File: config.mk
export PLATFORM = sky130hd
export DESIGN_NAME = button_conditioner
export DESIGN_NICKNAME = d
export VERILOG_FILES = /design/src/rtl/blackjack_pkg.sv /design/src/rtl/btn_debounce_ch.sv /design/src/rtl/btn_debounce_ch_chk.sv /design/src/rtl/button_conditioner.sv
export SDC_FILE = /design/constraint.sdc
export NUM_CORES = 1
export LEC_CHECK = 0
export BUFFER_PORTS_ARGS = -buffer_cell sky130_fd_sc_hd__buf_2
export CAP_MARGIN = 25
export CORE_AREA = 5 5 111 113
export CTS_BUF_LIST = sky130_fd_sc_hd__clkbuf_2 sky130_fd_sc_hd__clkbuf_4 sky130_fd_sc_hd__clkbuf_8
export CTS_CLUSTER_SIZE = 20
export DETAILED_ROUTE_END_ITERATION = 8
export DIE_AREA = 0 0 116 118
export SLEW_MARGIN = 20
export SYNTH_ARGS = -nofsm -noshare
export SYNTH_HDL_FRONTEND = slang
export SYNTH_SLANG_ARGS = --single-unit
File: constraint.sdc
create_clock -name clk_25MHz -period 8.66 [get_ports clk_25MHz]
set_clock_uncertainty 0.05 [all_clocks]
set_input_delay 2.598 -clock clk_25MHz [delete_from_list [all_inputs] [get_ports clk_25MHz]]
set_output_delay 2.598 -clock clk_25MHz [all_outputs]
set_load 0.01 [all_outputs]
File: src/rtl/blackjack_pkg.sv
// -----------------------------------------------------------------------------
// blackjack_pkg
// Shared definitions for the blackjack front end and core.
//   - Button index constants (hit/stand/double/finish) and channel count.
//   - Per-channel debounce state encoding.
//   - Default debounce length for 10 ms at 25 MHz.
//   - btn_priority_pick(): reduces a press vector to its single
//     highest-priority bit, used when BTN_PRIORITY_EN is defined.
// -----------------------------------------------------------------------------
package blackjack_pkg;

    localparam int unsigned BTN_HIT    = 0;
    localparam int unsigned BTN_STAND  = 1;
    localparam int unsigned BTN_DOUBLE = 2;
    localparam int unsigned BTN_FINISH = 3;
    localparam int unsigned N_BTN      = 4;

    // 10 ms worth of 25 MHz cycles
    localparam int unsigned DEBOUNCE_10MS_25MHZ = 250000;

    typedef enum logic [1:0] {
        RELEASED     = 2'd0,
        PRESS_PEND   = 2'd1,
        PRESSED      = 2'd2,
        RELEASE_PEND = 2'd3
    } deb_state_t;

    // Keep only the highest-priority press: finish > stand > double > hit.
    // Lower-priority presses are dropped, not deferred.
    function automatic logic [N_BTN-1:0] btn_priority_pick(input logic [N_BTN-1:0] i_press);
        logic [N_BTN-1:0] w_pick;
        w_pick = '0;
        if (i_press[BTN_FINISH]) begin
            w_pick[BTN_FINISH] = 1'b1;
        end else if (i_press[BTN_STAND]) begin
            w_pick[BTN_STAND] = 1'b1;
        end else if (i_press[BTN_DOUBLE]) begin
            w_pick[BTN_DOUBLE] = 1'b1;
        end else if (i_press[BTN_HIT]) begin
            w_pick[BTN_HIT] = 1'b1;
        end else begin
            w_pick = '0;
        end
        return w_pick;
    endfunction

endpackage

File: src/rtl/btn_debounce_ch.sv
// -----------------------------------------------------------------------------
// btn_debounce_ch
// One button channel: two-flop synchronizer, four-state debounce FSM with a
// saturating-by-construction counter, and registered level/press/release.
//   i_clk      : system clock
//   i_rst      : asynchronous active-high reset
//   i_btn_raw  : raw asynchronous button level, 1 = pressed
//   o_level    : debounced level (high in PRESSED and RELEASE_PEND)
//   o_press    : one-cycle pulse after an accepted press
//   o_release  : one-cycle pulse after an accepted release
// DEBOUNCE_CYCLES legal range is 2..2^20-1.
// -----------------------------------------------------------------------------
module btn_debounce_ch
    import blackjack_pkg::*;
#(
    parameter int unsigned DEBOUNCE_CYCLES = DEBOUNCE_10MS_25MHZ
) (
    input  logic i_clk,
    input  logic i_rst,
    input  logic i_btn_raw,
    output logic o_level,
    output logic o_press,
    output logic o_release
);

    localparam int unsigned      CNT_W    = $clog2(DEBOUNCE_CYCLES + 1);
    localparam logic [CNT_W-1:0] CNT_ZERO = CNT_W'(0);
    localparam logic [CNT_W-1:0] CNT_ONE  = CNT_W'(1);
    localparam logic [CNT_W-1:0] CNT_LAST = CNT_W'(DEBOUNCE_CYCLES - 1);

    logic             r_sync1;
    logic             r_sync2;
    deb_state_t       r_state;
    logic [CNT_W-1:0] r_cnt;
    logic             r_level;
    logic             r_press;
    logic             r_release;

    // Two-flop synchronizer, no logic between stages
    always_ff @(posedge i_clk or posedge i_rst) begin
        if (i_rst) begin
            r_sync1 <= 1'b0;
            r_sync2 <= 1'b0;
        end else begin
            r_sync1 <= i_btn_raw;
            r_sync2 <= r_sync1;
        end
    end

    // Debounce FSM with registered level and edge pulses.
    // Entering a pending state loads cnt=1 because that sample already counts
    // as the first stable cycle; acceptance happens on the DEBOUNCE_CYCLES-th.
    always_ff @(posedge i_clk or posedge i_rst) begin
        if (i_rst) begin
            r_state   <= RELEASED;
            r_cnt     <= CNT_ZERO;
            r_level   <= 1'b0;
            r_press   <= 1'b0;
            r_release <= 1'b0;
        end else begin
            r_press   <= 1'b0;
            r_release <= 1'b0;
            case (r_state)
                RELEASED: begin
                    if (r_sync2) begin
                        r_state <= PRESS_PEND;
                        r_cnt   <= CNT_ONE;
                    end else begin
                        r_cnt   <= CNT_ZERO;
                    end
                end
                PRESS_PEND: begin
                    if (!r_sync2) begin
                        r_state <= RELEASED;
                        r_cnt   <= CNT_ZERO;
                    end else if (r_cnt == CNT_LAST) begin
                        r_state <= PRESSED;
                        r_cnt   <= CNT_ZERO;
                        r_level <= 1'b1;
                        r_press <= 1'b1;
                    end else begin
                        r_cnt   <= r_cnt + CNT_ONE;
                    end
                end
                PRESSED: begin
                    if (!r_sync2) begin
                        r_state <= RELEASE_PEND;
                        r_cnt   <= CNT_ONE;
                    end else begin
                        r_cnt   <= CNT_ZERO;
                    end
                end
                RELEASE_PEND: begin
                    if (r_sync2) begin
                        r_state   <= PRESSED;
                        r_cnt     <= CNT_ZERO;
                    end else if (r_cnt == CNT_LAST) begin
                        r_state   <= RELEASED;
                        r_cnt     <= CNT_ZERO;
                        r_level   <= 1'b0;
                        r_release <= 1'b1;
                    end else begin
                        r_cnt     <= r_cnt + CNT_ONE;
                    end
                end
                default: begin
                    r_state <= RELEASED;
                    r_cnt   <= CNT_ZERO;
                    r_level <= 1'b0;
                end
            endcase
        end
    end

    assign o_level   = r_level;
    assign o_press   = r_press;
    assign o_release = r_release;

    btn_debounce_ch_chk #(
        .DEBOUNCE_CYCLES (DEBOUNCE_CYCLES),
        .CNT_W           (CNT_W)
    ) u_chk (
        .i_clk     (i_clk),
        .i_rst     (i_rst),
        .i_cnt     (r_cnt),
        .i_level   (r_level),
        .i_press   (r_press),
        .i_release (r_release)
    );

endmodule

File: src/rtl/btn_debounce_ch_chk.sv
// -----------------------------------------------------------------------------
// btn_debounce_ch_chk
// Property checker bound into each debounce channel.
//   i_clk     : channel clock
//   i_rst     : asynchronous active-high reset (checks disabled while high)
//   i_cnt     : debounce counter
//   i_level   : debounced level
//   i_press   : press pulse
//   i_release : release pulse
// -----------------------------------------------------------------------------
module btn_debounce_ch_chk #(
    parameter int unsigned DEBOUNCE_CYCLES = 4,
    parameter int unsigned CNT_W           = 3
) (
    input logic             i_clk,
    input logic             i_rst,
    input logic [CNT_W-1:0] i_cnt,
    input logic             i_level,
    input logic             i_press,
    input logic             i_release
);

    localparam logic [CNT_W-1:0] CNT_LAST = CNT_W'(DEBOUNCE_CYCLES - 1);

    // The pending states exit at CNT_LAST, so the counter can never pass it
    a_cnt_bound: assert property (@(posedge i_clk) disable iff (i_rst) i_cnt <= CNT_LAST);

    // A channel cannot accept a press and a release in the same cycle
    a_pulse_excl: assert property (@(posedge i_clk) disable iff (i_rst) !(i_press && i_release));

    // Pulses agree with the level they announce
    a_press_lvl: assert property (@(posedge i_clk) disable iff (i_rst) i_press |-> i_level);
    a_rel_lvl:   assert property (@(posedge i_clk) disable iff (i_rst) i_release |-> !i_level);

endmodule

File: src/rtl/button_conditioner.sv
// -----------------------------------------------------------------------------
// button_conditioner
// Front-end stage for the four player buttons (hit, stand, double, finish).
// Each button is synchronized and debounced independently; the core only
// consumes btn_press so one physical press is one game action.
//   clk_25MHz   : system clock
//   rst         : asynchronous active-high reset
//   btn_raw     : raw button levels, 1 = pressed
//   btn_level   : debounced levels
//   btn_press   : one-cycle pulse per accepted press
//   btn_release : one-cycle pulse per accepted release
//   btn_any     : OR of btn_level
// Build option BTN_PRIORITY_EN: when defined, simultaneous presses are
// reduced to the single highest-priority pulse (finish > stand > double > hit);
// levels and release pulses are unaffected.
// -----------------------------------------------------------------------------
module button_conditioner
    import blackjack_pkg::*;
#(
    parameter int unsigned N_BTN           = blackjack_pkg::N_BTN,
    parameter int unsigned DEBOUNCE_CYCLES = DEBOUNCE_10MS_25MHZ
) (
    input  logic             clk_25MHz,
    input  logic             rst,
    input  logic [N_BTN-1:0] btn_raw,
    output logic [N_BTN-1:0] btn_level,
    output logic [N_BTN-1:0] btn_press,
    output logic [N_BTN-1:0] btn_release,
    output logic             btn_any
);

    logic [N_BTN-1:0] w_level;
    logic [N_BTN-1:0] w_press;
    logic [N_BTN-1:0] w_release;

    for (genvar g = 0; g < N_BTN; g++) begin : g_ch
        btn_debounce_ch #(
            .DEBOUNCE_CYCLES (DEBOUNCE_CYCLES)
        ) u_ch (
            .i_clk     (clk_25MHz),
            .i_rst     (rst),
            .i_btn_raw (btn_raw[g]),
            .o_level   (w_level[g]),
            .o_press   (w_press[g]),
            .o_release (w_release[g])
        );
    end

`ifdef BTN_PRIORITY_EN
    // Only the winning press is forwarded; losers still latch their level
    assign btn_press = btn_priority_pick(w_press);
`else
    assign btn_press = w_press;
`endif

    assign btn_level   = w_level;
    assign btn_release = w_release;
    assign btn_any     = |w_level;

endmodule

==> Word-level counts from Yosys, hierarchy flattened <==
Cells that the tools add are included.
Widths: inputs -> output; s select.
{ "op_classes": {"addsub": 4, "n_eq_ne": 48, "muxes": 92, "n_reduce_logical": 17} }
{ "op_table": {"columns": ["cell", "count"], "rows": [
  ["$pmux 18 s4", 4],
  ["$mux 18", 12],
  ["$add 18x1->18 const B", 4],
  ["$eq 18x18->1 const B", 4],
  ["$mux 2", 24],
  ["$mux 1", 44],
  ["$ne 2x1->1 const B", 16],
  ["$pmux 2 s4", 4],
  ["$reduce_and 5->1", 4],
  ["$eq 2x2->1 const B", 8],
  ["$ne 2x2->1 const B", 8],
  ["$reduce_and 4->1", 4],
  ["$ne 3x1->1 const B", 4],
  ["$ne 3x3->1 const B", 4],
  ["$eq 2x1->1 const B", 4],
  ["$logic_not 2->1", 4],
  ["$pmux 1 s2", 4],
  ["$reduce_bool 2->1", 4],
  ["$reduce_or 4->1", 1]
]} }
{ "totals": {"regBits": 100, "inputBits": 6, "out_inout_bits": 13, "wordCells": 189} }

==> Depth between registers and ports, before layout <==
Gate-level depths: netlist (run 1).
{ "logic_depth": {"depth_word": 4, "ltp_mapped": 7, "mapped_depth_nobuf": 5} }

==> Modules after synthesis <==
From an unflattened synthesis (run 1), not the netlist that was laid out.
{ "unflattened": {"cells_unflattened": 485, "area_unflattened_um2": 5026.1} }
{ "by_module_without_submodules": {"columns": ["module", "n_inst", "cells_each", "area_each_um2", "seq_area_each_um2"], "rows": [
  ["btn_debounce_ch (g_ch[0].u_ch ...)", 3, 122, 1255.0, 625.6],
  ["btn_debounce_ch (g_ch[3].u_ch)", 1, 118, 1253.7, 625.6],
  ["button_conditioner", 1, 1, 7.5, 0.0]
]} }

==> Worst setup path after synthesis (run 1) <==
No wires, ideal clock.
{ "synth_timing": {"path_kind": "reg-to-output", "from": "reg g_ch[1].u_ch.r_level", "to": "out btn_any", "t_arrival_ns": 0.945, "t_required_ns": 6.012, "path_slack_ns": 5.067, "path_stages_with_launch": 2, "n_path_buf": 0, "cell_sequence": "dfrtp_1 > or4_1"} }
{ "synth_between": {"elab_chain_len": 1} }
{ "synth_rtl": {"columns": ["element", "line", "rtl"], "rows": [
  ["start, declared", "btn_debounce_ch.sv:35", "logic r_level;"],
  ["start signal, assigned", "btn_debounce_ch.sv:57", "r_level <= 1'b0;"],
  ["start signal, assigned", "btn_debounce_ch.sv:79", "r_level <= 1'b1;"],
  ["start signal, assigned", "btn_debounce_ch.sv:100", "r_level <= 1'b0;"],
  ["$reduce_or 4->1", "button_conditioner.sv:58", "assign btn_any = |w_level;"],
  ["end, declared", "button_conditioner.sv:29", "output logic btn_any"]
]} }
No other way between the ends.

==> Worst setup path after layout (run 1) <==
Ends and elaborated chain as after synthesis.

==> impl_metrics.env, run 1 <==
export IMPL_status="finished, final reports clean"
export IMPL_cts_setup_buffers=0
export IMPL_core_area_um2=11200
export IMPL_powerDensity_nw_per_um2=160
export IMPL_viasPerCell=5.30
export IMPL_drc=0
export IMPL_gp_congestion=0.770
export IMPL_clock_path_buffers=2
export IMPL_synth_seq_cells=100
export IMPL_synth_avg_cell_area_um2=10.1
export IMPL_hold_viol=0
export IMPL_rsz0062_at_grt="no"
export IMPL_nFillCells=1080
export IMPL_synth_commonest_cells="dfrtp_1 (100), nor2_1 (65), xnor2_1 (44)"
export IMPL_wl_per_cell_um=13.7
export IMPL_async_flop_share_pct=100
export IMPL_ys_types=38
export IMPL_grt_pass1_vias=3152
export IMPL_place_ws_ns=4.72
export IMPL_antenna_left=0
export IMPL_ir_drop_v=0.000104
export IMPL_synth_area_top_cells="dfrtp_1 (53%), xnor2_1 (8.1%), nor2_1 (5.1%), nand3_1 (2.9%), nand4_1 (2.2%)"
export IMPL_synth_edf_count=0
export IMPL_antenna_cells=0
export IMPL_clk_insertion_delay_late_ns=0.38
export IMPL_dpl_hpwl_um=6040
export IMPL_fin_tns_setup_ns=0
export IMPL_tightestPinTransition_ns=0.801
export IMPL_end_kind="output pin"
export IMPL_fin_area_um2=5140
export IMPL_dpl_cell_area_um2=4930
export IMPL_antenna_found_initial=0
export IMPL_crit_path_max_fanout=4
export IMPL_dieArea_um2=13700
export IMPL_port_buffers=18
export IMPL_drt_iter0_markers=329
export IMPL_yosysMostFrequentCell="dfrtp_1"
export IMPL_cap_viol_max_count=0
export IMPL_final_util_pct=45.8
export IMPL_netlist_area_um2=4760
export IMPL_grt_pass1_wl_um=15100
export IMPL_row_count=39
export IMPL_finalCritPeriodShare_pct=47.9
export IMPL_p_total_uw=824
export IMPL_period_minus_slack_ns=4.15
export IMPL_cts_tree="yes"
export IMPL_slew_viol_final=0
export IMPL_cts_root_buf="clkbuf_8"
export IMPL_grt_max_degree=66
export IMPL_start_kind="register"
export IMPL_fin_ws_ns=4.51
export IMPL_grt_usage_pct=13.7
export IMPL_critPathArrivalTime_ns=1.50
export IMPL_die_h_um=118
export IMPL_cts_buffers=9
export IMPL_synth_nets=483
export IMPL_htreeDepth=3
export IMPL_area_growth_pct=8.04
export IMPL_slew_headroom_pct=46.6
export IMPL_nets=497
export IMPL_crit_type="reg2out"
export IMPL_drive_gt1_share_pct=9.20
export IMPL_synth_top_area_share_pct=52.6
export IMPL_overflow=0
export IMPL_ys_seq_area_share_pct=52.6
export IMPL_post_cts_resized=0
export IMPL_timing_fmax_mhz=241
export IMPL_initial_core_util_pct=42.4
export IMPL_totalWireLength_um=8670
export IMPL_cts_hold_buf=0
export IMPL_vias=3347
export IMPL_hold_path_class="reg2reg"
export IMPL_io_pins=19
export IMPL_yosysWarnings=0
export IMPL_synthFlopType="dfrtp_1"
export IMPL_cts_clk_slew_worst_paths_ns=0.09
export IMPL_dieWidth_um=116
export IMPL_power_leakage_nw=2.07
export IMPL_yosysTopAreaCell="dfrtp_1"
export IMPL_netlist_instances=473
export IMPL_cts_sinks=100
export IMPL_drt_first_pass_iters=4
export IMPL_setup_viol=0
export IMPL_required_ns=6.01
-- final timing paths --
kind                                        from                     end  slack (ns)  depth (start not counted)
max reg2reg                g_ch[3].u_ch.r_cnt[0]                register        6.45                          5
min in group asynchronous                    rst    g_ch[0].u_ch.r_sync2        2.17                          2
max                         g_ch[1].u_ch.o_level                 btn_any        4.51                          2
min reg2reg                 g_ch[0].u_ch.r_sync1    g_ch[0].u_ch.r_sync2        0.30                          0
min                         g_ch[0].u_ch.r_sync1    g_ch[0].u_ch.r_sync2        0.30                          0
max in group asynchronous                    rst  g_ch[2].u_ch.r_cnt[10]        5.23                          3
-- cells in the final DEF, fill, tap and decap left out, drive strengths merged, types with 4 or more instances in the layout --
cell type | Yosys | routed
a21boi | 5 | 5
a21o | 6 | 6
a21oi | 14 | 14
and2 | 6 | 6
and3 | 7 | 7
buf | 17 | 20
clkbuf | 0 | 11
dfrtp | 100 | 100
ha | 4 | 4
inv | 24 | 24
nand2 | 25 | 25
nand3 | 28 | 28
nand4 | 18 | 18
nor2 | 65 | 65
nor3 | 12 | 12
nor4 | 19 | 19
o21ai | 12 | 12
o31ai | 6 | 6
or2 | 4 | 4
or3 | 9 | 9
or4 | 13 | 13
xnor2 | 44 | 44
xor2 | 11 | 11
-- layer usage --
metal	share of wire, %	global-route usage [%]	wire length, um	vias up
met2	44	20.3	3850	59
met5	0	0	0	-
li1	-	-	-	1670
met4	1.1	3.99	97	0
met1	50	18.8	4310	1609
met3	4.7	5.04	409	9
-- worst max-delay path, cell delays in order, from the launching register on --
cell and delay, ns:
dfrtp_1 0.41, or4_1 0.55, buf_2 0.16
-- stage by stage --
stage               hold slack [ns]  std cells
floorplan                     0.281        473
global placement              0.284        618
detailed placement            0.286        619
CTS                           0.303        632
global route                  0.307        632
finish                        0.299        632
-- power breakdown --
group	switching (mW)	total, mW	internal (mW)
registers	0.00483	0.477	0.472
clock network	0.149	0.322	0.174
logic	0.0186	0.0251	0.00659
total	0.172	0.824	0.652
-- kinds of logic (layout without fill, tap and decap cells) --
family / after synthesis / after routing / synth area share, %
and+or+nand+nor: 222 / 222 / 25.1
muxes: 2 / 2 / 0.473
buffers and inverters: 41 / 57 / 4.31
xor gates and xnor gates: 55 / 55 / 10.1
adders and majority gates: 4 / 4 / 1.05
DFF: 100 / 100 / 52.6
AOI/OAI and AO/OA: 49 / 49 / 6.41
-- final cells by class --
| class | instances | area, um2 | area share (%) |
|---|---|---|---|
| sequential | 100 | 2500 | 48.7 |
| multi-input combinational | 332 | 2050 | 39.9 |
| tap | 143 | 179 | 3.48 |
| timing repair buffer | 20 | 105 | 2.04 |
| clock buffer | 11 | 151 | 2.94 |
| clock inverter | 2 | 60.1 | 1.17 |
| inverter | 24 | 92.6 | 1.80 |
-- registers in the layout (all words and copies together), names as in the netlist, named ones only --
| name | cells |
|---|---|
| g_ch.u_ch.o_level | 4 |
| g_ch.u_ch.o_press | 4 |
| g_ch.u_ch.o_release | 4 |
| g_ch.u_ch.r_cnt | 72 |
| g_ch.u_ch.r_state | 4 |
| g_ch.u_ch.r_sync1 | 4 |
| g_ch.u_ch.r_sync2 | 4 |
Note: power is estimated with default switching activity, not from simulation.
==> run 2: changes to the inputs <==
Clock period 8.66 ns to 3.99 ns, I/O delays scaled along.
==> run 2 against run 1 <==
Against the previous run: non-clock buffer count unchanged; routed wire length up 0.53%; worst setup slack worse by 3.3 ns; critical path depth unchanged; combinational power up 130%; first-iteration DRC count down 38%; register-to-register slack worse by 4.7 ns; via count down 0.15%; critical path type unchanged; design area up 0.51%; die area unchanged; largest power group unchanged; total power up 120%.
==> impl_metrics.env, run 2 (same netlist as run 1, synthesis figures left out) <==
export IMPL_ir_drop_v=0.000201
export IMPL_cts_hold_buf=0
export IMPL_grt_pass1_wl_um=15600
export IMPL_cts_sinks=100
export IMPL_slew_viol_final=0
export IMPL_final_common_cell="dfrtp_1"
export IMPL_fin_hold_ws_ns=0.307
export IMPL_p_int_mw=1.41
export IMPL_cts_root_buf="clkbuf_8"
export IMPL_totalWireLength_um=8710
export IMPL_antenna_cells=0
export IMPL_layout_common_cells="dfrtp_1 (100), nor2_1 (65), xnor2_1 (44), nand3_1 (28), nand2_1 (25)"
export IMPL_port_buffers=18
export IMPL_critPathArrivalTime_ns=1.49
export IMPL_drive_gt1_share_pct=9.76
export IMPL_vias=3342
export IMPL_grt_pass1_vias=3284
export IMPL_power_leakage_nw=2.09
export IMPL_area_growth_pct=8.60
export IMPL_row_count=39
export IMPL_cts_tree="yes"
export IMPL_hold_viol=0
export IMPL_tightestPinTransition_ns=0.739
export IMPL_timing_fmax_mhz=366
export IMPL_start_kind="register"
export IMPL_htreeDepth=3
export IMPL_post_cts_resized=0
export IMPL_seq_power_share_pct=57.2
export IMPL_pwr_share_clk_pct=39.7
export IMPL_period_minus_slack_ns=2.73
export IMPL_cts_setup_buffers=0
export IMPL_die_h_um=118
export IMPL_finalCritPeriodShare_pct=68.5
export IMPL_antenna_found_initial=0
export IMPL_fin_tns_setup_ns=0
export IMPL_drt_iter0_markers=203
export IMPL_drt_first_pass_iters=4
export IMPL_initial_core_util_pct=42.4
export IMPL_nFillCells=1076
export IMPL_dieArea_um2=13700
export IMPL_power_net_switching_uw=399
export IMPL_powerDensity_nw_per_um2=350
export IMPL_fin_ws_ns=1.26
export IMPL_grt_max_degree=60
export IMPL_antenna_left=0
export IMPL_grt_usage_pct=13.9
export IMPL_largest_reg_flops=72
export IMPL_nets=497
export IMPL_setup_viol=0
export IMPL_overflow=0
export IMPL_io_pins=19
export IMPL_required_ns=2.74
export IMPL_hold_path_class="reg2reg"
export IMPL_cap_viol_max_count=0
export IMPL_rsz0062_at_grt="no"
export IMPL_slew_headroom_pct=50.7
export IMPL_status="finished, final reports clean"
export IMPL_viasPerCell=5.26
export IMPL_cts_clk_slew_worst_paths_ns=0.10
export IMPL_end_kind="output pin"
export IMPL_crit_path_max_fanout=4
export IMPL_cts_buffers=9
export IMPL_clock_path_buffers=2
export IMPL_wl_per_cell_um=13.7
export IMPL_core_area_um2=11200
export IMPL_dieWidth_um=116
export IMPL_swShare_pct=22.1
export IMPL_dpl_hpwl_um=5940
export IMPL_crit_type="reg2out"
export IMPL_largest_register="g_ch.u_ch.r_cnt"
export IMPL_p_comb_share_pct=3.1
export IMPL_place_ws_ns=1.64
export IMPL_gp_congestion=0.810
export IMPL_clk_insertion_delay_late_ns=0.36
export IMPL_drc=0
run 2: cell types whose count changed in the layout (fill, tap and decap cells not counted), sizes merged:
cell,change
clkinv,+4
clkbuf,-1
run 2: layout make-up:
type	count	area [um2]	share of cell area, %
multi-input cells	332	2050	39.7
well taps	143	179	3.46
clock inverters	6	87.6	1.69
inverters	24	92.6	1.79
repair buffers	20	118	2.28
flip-flops and latches	100	2500	48.4
clock buffers	10	138	2.66
run 2: worst max-delay path, cell delays in order (launching register included):
cell and delay, ns:
dfrtp_1 0.41, or4_1 0.55, buf_2 0.16
run 2: path summary, 6_finish.rpt:
kind                                     endpoint  cells past startpoint                   from  slack [ns]
max                                       btn_any                      2   g_ch[1].u_ch.o_level        1.26
min                          g_ch[0].u_ch.r_sync2                      0   g_ch[0].u_ch.r_sync1        0.31
max reg2reg                              register                      5  g_ch[3].u_ch.r_cnt[0]        1.71
min reg2reg                  g_ch[0].u_ch.r_sync2                      0   g_ch[0].u_ch.r_sync1        0.31
max in group asynchronous  g_ch[1].u_ch.r_cnt[15]                      3                    rst        2.29
min in group asynchronous    g_ch[0].u_ch.r_sync1                      2                    rst        0.91
run 2: stage by stage:
step           std cells  power (mW)  area, um2  util (%)
2_1_floorplan        473        1.09       4760         -
3_3_place_gp         618        1.11       4940      44.0
3_5_place_dp         619        1.11       4940      44.0
4_1_cts              635        1.83       5170      46.1
5_1_grt              635        1.88       5170      46.1
6_report             635        1.81       5170      46.1
run 2: routing by layer:
metal | part of all wire [%] | vias to the layer above | track usage (%)
met4 | 1.4 | 0 | 4.57
met1 | 51 | 1618 | 19.9
li1 | - | 1669 | -
met2 | 44 | 42 | 20.4
met5 | 0 | - | 0
met3 | 3.9 | 13 | 3.75
run 2: power by group through the flow:
| stage | clock, mW | sequential [mW] | combinational [mW] |
|---|---|---|---|
| after floorplan | 0 | 1.05 | 0.0422 |
| after global placement | 0 | 1.05 | 0.0574 |
| after detailed placement | 0 | 1.05 | 0.0586 |
| after CTS | 0.735 | 1.03 | 0.0591 |
| after global routing | 0.778 | 1.04 | 0.0673 |
| final | 0.717 | 1.03 | 0.0569 |
